## src/rtl/delay_pkg.sv

```systemverilog
// Shared types and width helpers for the delay bank and its per-channel delay engines.
package delay_pkg;

  typedef enum logic {
    DELAY_RISING,
    DELAY_PULSE
  } delay_mode_e;

  typedef enum logic [1:0] {
    IDLE,
    COUNT,
    FIRE,
    DONE
  } delay_state_e;

  // A single channel still needs a 1-bit address port.
  function automatic int addr_width(input int n_ch);
    return (n_ch > 1) ? $clog2(n_ch) : 1;
  endfunction

  function automatic int delay_width(input int gamma_cycle_width);
    return $clog2(gamma_cycle_width);
  endfunction

  // One spare bit above the delay range, widened further if the pulse is unusually long.
  function automatic int count_width(input int gamma_cycle_width, input int pulse_width);
    int dw;
    int pw;
    dw = $clog2(gamma_cycle_width) + 1;
    pw = $clog2(pulse_width + 1);
    return (dw > pw) ? dw : pw;
  endfunction

endpackage

```

## src/rtl/delay_channel.sv

```systemverilog
// One delay engine: an IDLE/COUNT/FIRE/DONE state machine with a shared delay/pulse counter.
module delay_channel
  import delay_pkg::*;
#(
  parameter int          GAMMA_CYCLE_WIDTH = 128,
  parameter int          PULSE_WIDTH       = 8,
  parameter delay_mode_e MODE              = DELAY_PULSE,
  localparam int         DW                = delay_width(GAMMA_CYCLE_WIDTH),
  localparam int         CW                = count_width(GAMMA_CYCLE_WIDTH, PULSE_WIDTH)
) (
  input  logic          aclk,
  input  logic          grst,
  input  logic          spike,
  input  logic [DW-1:0] load_delay,
  output logic          out,
  output logic          busy
);

  delay_state_e  state;
  logic [CW-1:0] cnt;
  logic [DW-1:0] active_delay;

  // NOTE: state, counter and output all update with <= so every branch sees pre-edge values.
  always_ff @(posedge aclk) begin
    if (grst) begin
      state        <= IDLE;
      cnt          <= '0;
      out          <= 1'b0;
      active_delay <= load_delay;
    end else begin
      unique case (state)
        IDLE: begin
          if (spike) begin
            cnt <= CW'(1);
            if (active_delay == '0) begin
              state <= FIRE;
              out   <= 1'b1;
            end else begin
              state <= COUNT;
            end
          end
        end
        COUNT: begin
          if (cnt == CW'(active_delay)) begin
            // The counter restarts to time the pulse width.
            state <= FIRE;
            out   <= 1'b1;
            cnt   <= CW'(1);
          end else begin
            cnt <= cnt + CW'(1);
          end
        end
        FIRE: begin
          if (MODE == DELAY_PULSE) begin
            if (cnt == CW'(PULSE_WIDTH)) begin
              state <= DONE;
              out   <= 1'b0;
            end else begin
              cnt <= cnt + CW'(1);
            end
          end
        end
        DONE: begin
          out <= 1'b0;
        end
        default: begin
          state <= IDLE;
          out   <= 1'b0;
        end
      endcase
    end
  end

  assign busy = (state == COUNT) || ((MODE == DELAY_PULSE) && (state == FIRE));

endmodule

```

## src/rtl/delay_bank.sv

```systemverilog
// Array of programmable spike delays with double-buffered delay values applied at gamma reset.
module delay_bank
  import delay_pkg::*;
#(
  parameter int          N_CH              = 16,
  parameter int          GAMMA_CYCLE_WIDTH = 128,
  parameter int          PULSE_WIDTH       = 8,
  parameter delay_mode_e MODE              = DELAY_PULSE,
  localparam int         AW                = addr_width(N_CH),
  localparam int         DW                = delay_width(GAMMA_CYCLE_WIDTH)
) (
  input  logic            aclk,
  input  logic            grst,
  input  logic [N_CH-1:0] in,
  output logic [N_CH-1:0] out,
  input  logic            delay_wr_en,
  input  logic [AW-1:0]   delay_wr_addr,
  input  logic [DW-1:0]   delay_wr_data,
  output logic            busy
);

  logic [N_CH-1:0] ch_busy;

  for (genvar i = 0; i < N_CH; i++) begin : g_ch
    logic          wr_hit;
    logic [DW-1:0] shadow;
    logic [DW-1:0] load_delay;

    // Exact per-channel decode: addresses at or above N_CH match no channel.
    assign wr_hit = delay_wr_en && (delay_wr_addr == AW'(i));

    // NOTE: shadow delays are configuration, so they have no reset and survive grst.
    always_ff @(posedge aclk) begin
      if (wr_hit) begin
        shadow <= delay_wr_data;
      end
    end

    // A write landing in the reset cycle goes straight to the active delay.
    assign load_delay = wr_hit ? delay_wr_data : shadow;

    delay_channel #(
      .GAMMA_CYCLE_WIDTH(GAMMA_CYCLE_WIDTH),
      .PULSE_WIDTH      (PULSE_WIDTH),
      .MODE             (MODE)
    ) u_channel (
      .aclk      (aclk),
      .grst      (grst),
      .spike     (in[i]),
      .load_delay(load_delay),
      .out       (out[i]),
      .busy      (ch_busy[i])
    );
  end

  assign busy = |ch_busy;

endmodule
```

## config.mk

```make
export PLATFORM = sky130hd
export DESIGN_NAME = delay_bank
export DESIGN_NICKNAME = d
export VERILOG_FILES = /design/src/rtl/delay_pkg.sv /design/src/rtl/delay_channel.sv /design/src/rtl/delay_bank.sv
export SDC_FILE = /design/constraint.sdc
export NUM_CORES = 1
export LEC_CHECK = 0
export BUFFER_PORTS_ARGS = -buffer_cell sky130_fd_sc_hd__buf_2
export CORE_MARGIN = 2
export CORE_UTILIZATION = 25
export CTS_BUF_LIST = sky130_fd_sc_hd__clkbuf_4 sky130_fd_sc_hd__clkbuf_8 sky130_fd_sc_hd__clkbuf_16
export DETAILED_ROUTE_END_ITERATION = 8
export GPL_TIMING_DRIVEN = 1
export PLACE_DENSITY = 0.41
export SLEW_MARGIN = 10
export SYNTH_ARGS = -nofsm -noshare
export SYNTH_HDL_FRONTEND = slang
export SYNTH_SLANG_ARGS = --single-unit
export TNS_END_PERCENT = 5
```

## constraint.sdc

```tcl
create_clock -name aclk -period 6.03 [get_ports aclk]
set_clock_uncertainty 0.05 [all_clocks]
set_input_delay 0.3015 -clock aclk [delete_from_list [all_inputs] [get_ports aclk]]
set_output_delay 0.3015 -clock aclk [all_outputs]
set_load 0.005 [all_outputs]
```

==> out/summary.txt, run 1 <==
Hold WC Path Type: in2reg
CTS Sinks: 400
commonest non-fill, non-tap cell in the layout: dfxtp_1
worst endpoint required time: 5680 ps
die area: 0.0797 mm2
Final GP Congestion: 0.791
period utilization: 0.563
R2R cell count: 7
top cells by area, synth: dfxtp_1 30%, edfxtp_1 17%, xor2_1 7.5%
reg2reg start: g_ch[6].u_channel.cnt[0]
worst hold start: in[1]
CTS tree: built
antenna-violating nets left: 0
final std cells w/o fill: 2947
Via Count: 13600
Area growth syn-to-layout: 15.3%
Crit Path Class: reg2out
Hold Crit Depth: 3
DR pass1 iterations: 5
Layout Nets: 2007
CTS hold repair buffers: 0
first-pass GRT wire length: 75.1 mm
detailed placer's ending HPWL: 32.1 mm
post-synthesis register bit count: 400
CP Capture Type: output pin
Initial Utilization: 0.251
Post-Syn Instances: 1830
DP Cell Count: 2855
setup bufs post-CTS: 0
Post-synth EDFFs: 112
most frequent cells in the layout: 288 x dfxtp_1, 165 x xor2_1, 156 x nor2_1, 114 x mux2_2
CTS buffer count: 48
grt total ovfl: 0
clock root cell: clkbuf_16
Final Hold Fails: 0
Synth area leader: dfxtp_1
via/cell ratio: 4.61
Async SR Flop Fraction: 0
MaxCap Viol Count: 0
worst reg2reg endpoint: g_ch[6].u_channel.cnt[7]
Worst VDD drop: 0.000188 V
RSZ-0062 raised after global routing: false
Clock transition at path regs: 60 ps
worst-margin pin slew: 1080 ps
core area: 0.0771 mm2
main flop type after synthesis: dfxtp_1
Mean Syn Cell Area: 10.6 um2
mapped cell area: 0.0194 mm2
critical path fanouts, max: 5
Worst Hold Slack: 81.5 ps
Die X: 282 um
initial antenna violation count: 5
Seq/Total Area, Yosys: 0.471
largest net degree at the start of global routing: 145
final setup fails: 0
power density cells: 427 mW/mm2
warnings from Yosys: 0
routed len/inst: 16.0 um
final wirelength: 47.0 mm
initial DRC count: 655
Synth top area share: 0.298
post-synth cell types: 77
fin util: 0.290
Clock Path Buffers: 3
CTS resizes: 0
row count: 102
Max Freq: 0.295 GHz
worst relative slew slack: 0.272
final setup TNS: 0 ps
startpoint types: flip-flop
vias in the first global route: 13500
crit path DAT: 3040 ps
Final min period: 3400 ps
LEAKAGE: 8.47 nW
status: completed
DRC Markers: 0
global-route total usage across every layer: 0.118
Synth Net Count: 1972
R2R Setup Slk: 3570 ps
Skew-Pair Late Insertion Delay: 580 ps
max-slew violations: 0
boundary pin count: 47
WHS Endpoint: g_ch[1].u_channel.out
layout cells sized above 1: 0.152
I/O Buffers: 46
chip height: 282 um
H-tree depth: 2
-- synthesized netlist by cell type, types with 12 or more instances --
cell type  number
buf_4          17
nand2_1        60
nor4_1         77
a31oi_1        32
nor3_1         29
xor2_1        165
nand4_1        24
a311oi_1       15
nor2_1        156
a21oi_1        81
and3_1         12
xnor2_1        27
a21boi_1       14
nor2b_1        18
o31ai_1        38
clkbuf_1       38
inv_1         103
nand2b_1       13
or3_1          16
ha_1          112
mux2_2        114
nor4b_1        25
edfxtp_1      112
nand3_1        65
or4_1          37
nor3b_1        13
dfxtp_1       288
-- cells by family (layout without fill, tap and decap cells) --
logic type | after synthesis | after routing | synth area share
adder cells (fa/ha/maj) | 112 | 112 | 0.0723
XOR/XNOR | 192 | 192 | 0.0868
AO/OA/AOI/OAI | 263 | 263 | 0.0992
flip-flops | 400 | 400 | 0.471
buffers and inverters | 166 | 241 | 0.0366
other | 0 | 2 | 0
AND/OR/NAND/NOR | 582 | 582 | 0.167
multiplexers | 115 | 115 | 0.0668
-- report_power, final --
group	switching (W)	internal [W]
logic	0.00164	0.00109
registers	0.000395	0.00332
clock network	0.00116	0.00191
-- per-stage QoR --
| step | setup WS [ps] | total power [W] | area, um2 |
|---|---|---|---|
| after floorplan | 3900 | 0.00574 | 19400 |
| after global placement | 3280 | 0.00646 | 20600 |
| after detailed placement | 3250 | 0.00651 | 20600 |
| after CTS | 2600 | 0.00966 | 22300 |
| after global routing | 2630 | 0.0102 | 22300 |
| final | 2630 | 0.00953 | 22300 |
-- worst max path at each step --
stage                                    start                  endpoint  slack, ps  depth (start not counted)
floorplan             g_ch[6].u_channel.cnt[0]  g_ch[6].u_channel.cnt[6]       3900                          8
global placement    g_ch[5].u_channel.state[0]                      busy       3280                          5
detailed placement  g_ch[5].u_channel.state[0]                      busy       3250                          5
CTS                 g_ch[5].u_channel.state[0]                      busy       2600                          5
global route        g_ch[5].u_channel.state[0]                      busy       2630                          5
finish              g_ch[5].u_channel.state[0]                      busy       2630                          5
-- state kept, by name, summed over array words and instances (netlist names) --
name and cells:
g_ch.u_channel.out 16, g_ch.u_channel.active_delay 112, g_ch.shadow 112, g_ch.u_channel.state 32
g_ch.u_channel.cnt 128
-- final cells by class --
class | count | area [um2]
Timing Repair Buffer | 47 | 259
Inverter | 104 | 390
Clock buffer | 60 | 1330
Clock inverter | 30 | 369
Fill cell | 7983 | 54800
Sequential cell | 400 | 9130
Antenna cell | 2 | 5.00
Tap cell | 1040 | 1300
Multi-Input combinational cell | 1264 | 9540
-- routing by layer --
layer  vias up  routed length [um]  global-route usage
met5         -                  14                   0
met2       203               21300               0.191
met3        65                1920              0.0217
met4         4                1160              0.0399
met1      6563               22700               0.158
li1       6736                   -                   -
-- critical path, cell delays in order, from the launching register on --
cell	delay [ps]
dfxtp_1	400
inv_1	100
ha_1	420
nor4_1	910
nand4_1	380
buf_2	250
No activity file was read; power rests on OpenSTA's default activity.
==> run 2: changes to the inputs <==
--- a/config.mk
+++ b/config.mk
@@ -5,6 +5,7 @@
 export SDC_FILE = /design/constraint.sdc
 export NUM_CORES = 1
 export LEC_CHECK = 0
+export ABC_AREA = 1
 export BUFFER_PORTS_ARGS = -buffer_cell sky130_fd_sc_hd__buf_2
 export CORE_MARGIN = 2
 export CORE_UTILIZATION = 25
==> constraint.sdc (replaced) <==
create_clock -name aclk -period 3.5 [get_ports aclk]
set_clock_uncertainty 0.05 [all_clocks]
set_input_delay 0.175 -clock aclk [delete_from_list [all_inputs] [get_ports aclk]]
set_output_delay 0.175 -clock aclk [all_outputs]
set_load 0.005 [all_outputs]
==> out/summary.txt, run 2 <==
status: completed
commonest non-fill, non-tap cell in the layout: nand2_1
post-synthesis register bit count: 400
worst hold start: in[1]
worst-margin pin slew: 1120 ps
LEAKAGE: 10.2 nW
core area: 0.0833 mm2
Synth top cells by count: 665 x nand2_1, 412 x nor2_1, 345 x inv_1
Reg with most FFs: g_ch.u_channel.cnt
main flop type after synthesis: dfxtp_1
CP cell instances: inv_1 -> ha_1 -> nor4_1 -> nand4_1 -> buf_2
Synth Net Count: 2947
first-pass GRT wire length: 86.4 mm
Synth area leader: dfxtp_1
final setup fails: 0
routed len/inst: 13.4 um
R2R Setup Slk: 1610 ps
Final Hold Fails: 0
CP Capture Type: output pin
MaxCap Viol Count: 0
Final GP Congestion: 0.788
detailed placer's ending HPWL: 37.3 mm
R2R cell count: 10
Post-synth EDFFs: 112
Seq/Total Area, Yosys: 0.436
most frequent cells in the layout: 665 x nand2_1, 412 x nor2_1, 344 x inv_1, 288 x dfxtp_1, 204 x nand3_1
H-tree depth: 2
Skew-Pair Late Insertion Delay: 580 ps
worst reg2reg endpoint: g_ch[1].u_channel.cnt[5]
chip height: 293 um
RSZ-0062 raised after global routing: false
diode count: 0
warnings from Yosys: 0
cell family with most CP delay: simple AND/OR/NAND/NOR gates
Filler Cell Count: 8997
Hold Crit Depth: 5
CTS buffer count: 47
startpoint types: flip-flop
crit path DAT: 2820 ps
Initial Utilization: 0.251
largest net degree at the start of global routing: 67
row count: 106
post-synth cell types: 46
antenna-violating nets left: 0
Async SR Flop Fraction: 0
fin util: 0.288
via/cell ratio: 4.22
most frequent cell after synthesis: nand2_1
grt total ovfl: 0
Hold WC Path Type: in2reg
mapped cell area: 0.0209 mm2
Slowest-stage cell, CP: nor4_1
Final min period: 3050 ps
worst relative slew slack: 0.251
CTS Sinks: 400
crit-path max cell delay: 880 ps
period utilization: 0.871
Worst VDD drop: 0.000331 V
power density cells: 735 mW/mm2
initial antenna violation count: 0
Via Count: 16700
Top Registers: g_ch.u_channel.cnt x128, g_ch.shadow x112, g_ch.u_channel.active_delay x112
layout cells sized above 1: 0.104
boundary pin count: 47
top cells by area, synth: dfxtp_1 28%, edfxtp_1 16%, nand2_1 12%
final setup TNS: 0 ps
DRC Markers: 0
final wirelength: 53.0 mm
die area: 0.0860 mm2
Area growth syn-to-layout: 14.6%
DR pass1 iterations: 5
worst endpoint required time: 3270 ps
Clock Path Buffers: 3
Synth top area share: 0.275
WP buf/inv: 2
max FFs per register: 128
I/O Buffers: 46
clock root cell: clkbuf_16
WHS Endpoint: g_ch[1].u_channel.out
Layout Nets: 2992
Crit Path Class: reg2out
global-route total usage across every layer: 0.123
CTS tree: built
initial DRC count: 844
critical path fanouts, max: 6
Clock transition at path regs: 60 ps
Max Freq: 0.328 GHz
vias in the first global route: 16300
max-slew violations: 0
Die X: 293 um
reg2reg start: g_ch[1].u_channel.state[0]
Post-Syn Instances: 2805
Mean Syn Cell Area: 7.46 um2
==> run 2: cell count changes in the layout (fill, tap and decap cells not counted), sizes merged, moves of 74 or more <==
cell	delta
xor2	-144
nor2	+283
nand2	+663
mux2	-114
nand3	+148
inv	+282
nor4	-74
o21ai	+144
==> run 2: report_power, final <==
part	switching, W	leakage, nW	internal, W
Combinational	0.00381	5.86	0.00198
Sequential	0.000679	3.48	0.00576
Clock	0.00207	0.817	0.00333
Total	0.00656	10.2	0.0111
==> run 2: worst register-to-register path, stage by stage, from the launching register on <==
cell	delay (ps)
dfxtp_1	380
inv_1	90
ha_1	200
inv_1	70
nor2_1	50
nor2_1	240
nand2_2	240
nor2_1	140
nand2_1	120
nand2_2	150
nor2_1	70
==> run 2: how the worst max path moves through the flow <==
stage / startpoint / endpoint / cells after the start
6_report: g_ch[12].u_channel.state[0] / busy / 5
5_1_grt: g_ch[12].u_channel.state[0] / busy / 5
4_1_cts: g_ch[12].u_channel.state[0] / busy / 5
3_5_place_dp: g_ch[12].u_channel.state[0] / busy / 5
3_3_place_gp: g_ch[12].u_channel.state[0] / busy / 5
2_1_floorplan: g_ch[1].u_channel.state[0] / g_ch[1].u_channel.cnt[2] / 10
==> run 2: through the flow <==
stage          instance area (um2)  std cells  power, W  hold slack, ps  setup WS (ps)
6_report                     24000       3968    0.0176            42.5            453
5_1_grt                      24000       3968    0.0191            61.8            256
4_1_cts                      24000       3968    0.0179            5.45            360
3_5_place_dp                 22200       3876    0.0124             399           1030
3_3_place_gp                 22200       3876    0.0125             398           1010
2_1_floorplan                20900       2805    0.0108             237           1910
==> run 2: routing by layer <==
layer | track usage | vias up | wire, um
met5 | 0 | - | 0
met4 | 0.0335 | 0 | 1090
met3 | 0.0191 | 60 | 1800
met2 | 0.202 | 175 | 23800
met1 | 0.168 | 7474 | 26400
li1 | - | 9022 | -
==> run 2: cell families after synthesis <==
logic type	share of synthesized area
buffers and inverters	0.0866
and+or+nand+nor	0.308
adders and majority gates	0.0670
DFF	0.436
xor gates and xnor gates	0.0172
AOI/OAI and AO/OA	0.0849
==> run 2: final cells by class <==
cell class | count | area, um2 | share of cell area
clock buffers | 57 | 1310 | 0.0547
multi-input cells | 1956 | 9990 | 0.416
inverters | 387 | 1460 | 0.0610
clock inverters | 30 | 397 | 0.0165
flip-flops and latches | 400 | 9130 | 0.381
well taps | 1080 | 1350 | 0.0563
repair buffers | 58 | 352 | 0.0147
==> run 2: repair_timing <==
item	in CTS	in global routing
gates resized for setup	0	0
setup buffers	0	0
hold buffers	5	0
endpoints found under the hold margin	35	0
==> run 3: changes to the inputs <==
--- a/config.mk
+++ b/config.mk
@@ -12,7 +12,6 @@
 export CTS_BUF_LIST = sky130_fd_sc_hd__clkbuf_4 sky130_fd_sc_hd__clkbuf_8 sky130_fd_sc_hd__clkbuf_16
 export DETAILED_ROUTE_END_ITERATION = 8
 export GPL_TIMING_DRIVEN = 1
-export PLACE_DENSITY = 0.41
 export SLEW_MARGIN = 10
 export SYNTH_ARGS = -nofsm -noshare
 export SYNTH_HDL_FRONTEND = slang
==> constraint.sdc (replaced) <==
create_clock -name aclk -period 3.5 [get_ports aclk]
set_clock_uncertainty 0.05 [all_clocks]
set_input_delay 0.175 -clock aclk [delete_from_list [all_inputs] [get_ports aclk]]
set_output_delay 0.175 -clock aclk [all_outputs]
set_load 0.1 [all_outputs]
==> out/summary.txt, run 3 (same netlist as run 2, synthesis figures left out) <==
status: completed
setup bufs post-CTS: 0
boundary pin count: 47
Area growth syn-to-layout: 13.6%
CTS hold repair buffers: 1
Clock transition at path regs: 60 ps
initial DRC count: 990
critical path fanouts, max: 6
clock root cell: clkbuf_16
DP Cell Count: 3872
Detail Route met2 WL: 22.5 mm
RSZ-0062 raised after global routing: false
period utilization: 0.867
Final GP Congestion: 0.845
worst reg2reg endpoint: g_ch[7].u_channel.cnt[7]
reg2reg start: g_ch[7].u_channel.state[0]
crit path DAT: 2810 ps
CTS buffer count: 45
R2R cell count: 10
DR pass1 iterations: 7
Reg with most FFs: g_ch.u_channel.cnt
row count: 106
top sig layer: met5
Hold Crit Depth: 5
cell family with most CP delay: simple AND/OR/NAND/NOR gates
CP cell instances: inv_1 -> ha_1 -> nor4_1 -> nand4_1 -> buf_2
antenna-violating nets left: 0
chip height: 293 um
fin util: 0.285
metal1 wirelength: 23.2 mm
first-pass GRT wire length: 80.5 mm
CTS tree: built
initial antenna violation count: 4
commonest non-fill, non-tap cell in the layout: nand2_1
final setup fails: 0
Final min period: 3040 ps
DRC Markers: 0
final wirelength: 48.8 mm
I/O Buffers: 46
CTS Sinks: 400
LEAKAGE: 10.1 nW
MaxCap Viol Count: 0
crit-path max cell delay: 560 ps
Max Freq: 0.329 GHz
R2R Setup Slk: 1620 ps
final std cells w/o fill: 3956
worst hold start: in[2]
Via Count: 17000
largest net degree at the start of global routing: 107
Layout Nets: 2982
routed len/inst: 12.3 um
most frequent cells in the layout: 665 x nand2_1, 412 x nor2_1, 344 x inv_1, 288 x dfxtp_1, 204 x nand3_1
global-route total usage across every layer: 0.113
Clock Path Buffers: 3
max FFs per register: 128
Crit Path Class: reg2out
die area: 0.0860 mm2
Worst VDD drop: 0.000403 V
worst-margin pin slew: 1070 ps
startpoint types: flip-flop
max-slew violations: 0
core area: 0.0833 mm2
Hold WC Path Type: in2reg
via/cell ratio: 4.30
worst endpoint required time: 3270 ps
Slowest-stage cell, CP: nor4_1
power density cells: 747 mW/mm2
CP Capture Type: output pin
diode count: 0
Final Hold Fails: 0
WP buf/inv: 2
Skew-Pair Late Insertion Delay: 580 ps
H-tree depth: 2
layout cells sized above 1: 0.103
Initial Utilization: 0.251
grt total ovfl: 0
wire length on met3: 2.10 mm
Die X: 293 um
final setup TNS: 0 ps
Top Registers: g_ch.u_channel.cnt x128, g_ch.shadow x112, g_ch.u_channel.active_delay x112
CTS resizes: 0
vias in the first global route: 15900
worst relative slew slack: 0.283
WHS Endpoint: g_ch[2].u_channel.out
detailed placer's ending HPWL: 34.8 mm
-- run 3: cell types whose count changed in the layout (fill, tap and decap cells not counted), moves of 2 or more --
cell           previous run  this run
clkbuf_4                  4        14
clkinv_1                  4         1
buf_4                     6         1
clkinv_2                  7         9
clkbuf_16                49        45
inv_6                     0         2
bufinv_16                 9         6
dlygate4sd3_1             5         1
clkinvlp_4                9         2
-- run 3: per-stage QoR --
stage,cell area [um2],power [W],hold slack (ps),worst slack [ps]
finish,23800,0.0178,33.7,465
floorplan,20900,0.0115,237,1190
global route,23800,0.0191,56.8,267
global placement,22200,0.0129,391,979
CTS,23800,0.0179,2.35,371
detailed placement,22200,0.0129,403,986
-- run 3: worst max-delay path by stage --
stage / end / cells after the start / start
3_3_place_gp: busy / 5 / g_ch[12].u_channel.state[0]
5_1_grt: busy / 5 / g_ch[15].u_channel.state[0]
6_report: busy / 5 / g_ch[12].u_channel.state[0]
4_1_cts: busy / 5 / g_ch[12].u_channel.state[0]
3_5_place_dp: busy / 5 / g_ch[12].u_channel.state[0]
2_1_floorplan: busy / 5 / g_ch[5].u_channel.state[0]
-- run 3: worst min-delay path, stage by stage --
cell and delay (ps):
buf_2 90, nor2_1 130, nor2_1 80, nand4_1 90, a21oi_1 60
-- run 3: metal layers --
metal  GRT usage  vias up
li1            -     9014
met5           0        -
met2       0.191      270
met4      0.0353        4
met3      0.0180       71
met1       0.148     7649
-- run 3: power by group --
group	internal [W]	leakage [nW]	switching, W
registers	0.00577	3.48	0.000699
clock network	0.00300	0.776	0.00192
logic	0.00197	5.83	0.00439
total	0.0107	10.1	0.00702
-- run 3: area by class of cell --
class,count,area (um2)
clock inverter,21,270
inverter,387,1460
fill,8949,59500
multi-input combinational,1956,9990
timing repair buffer,50,294
clock buffer,62,1270
sequential,400,9130
tap,1080,1350
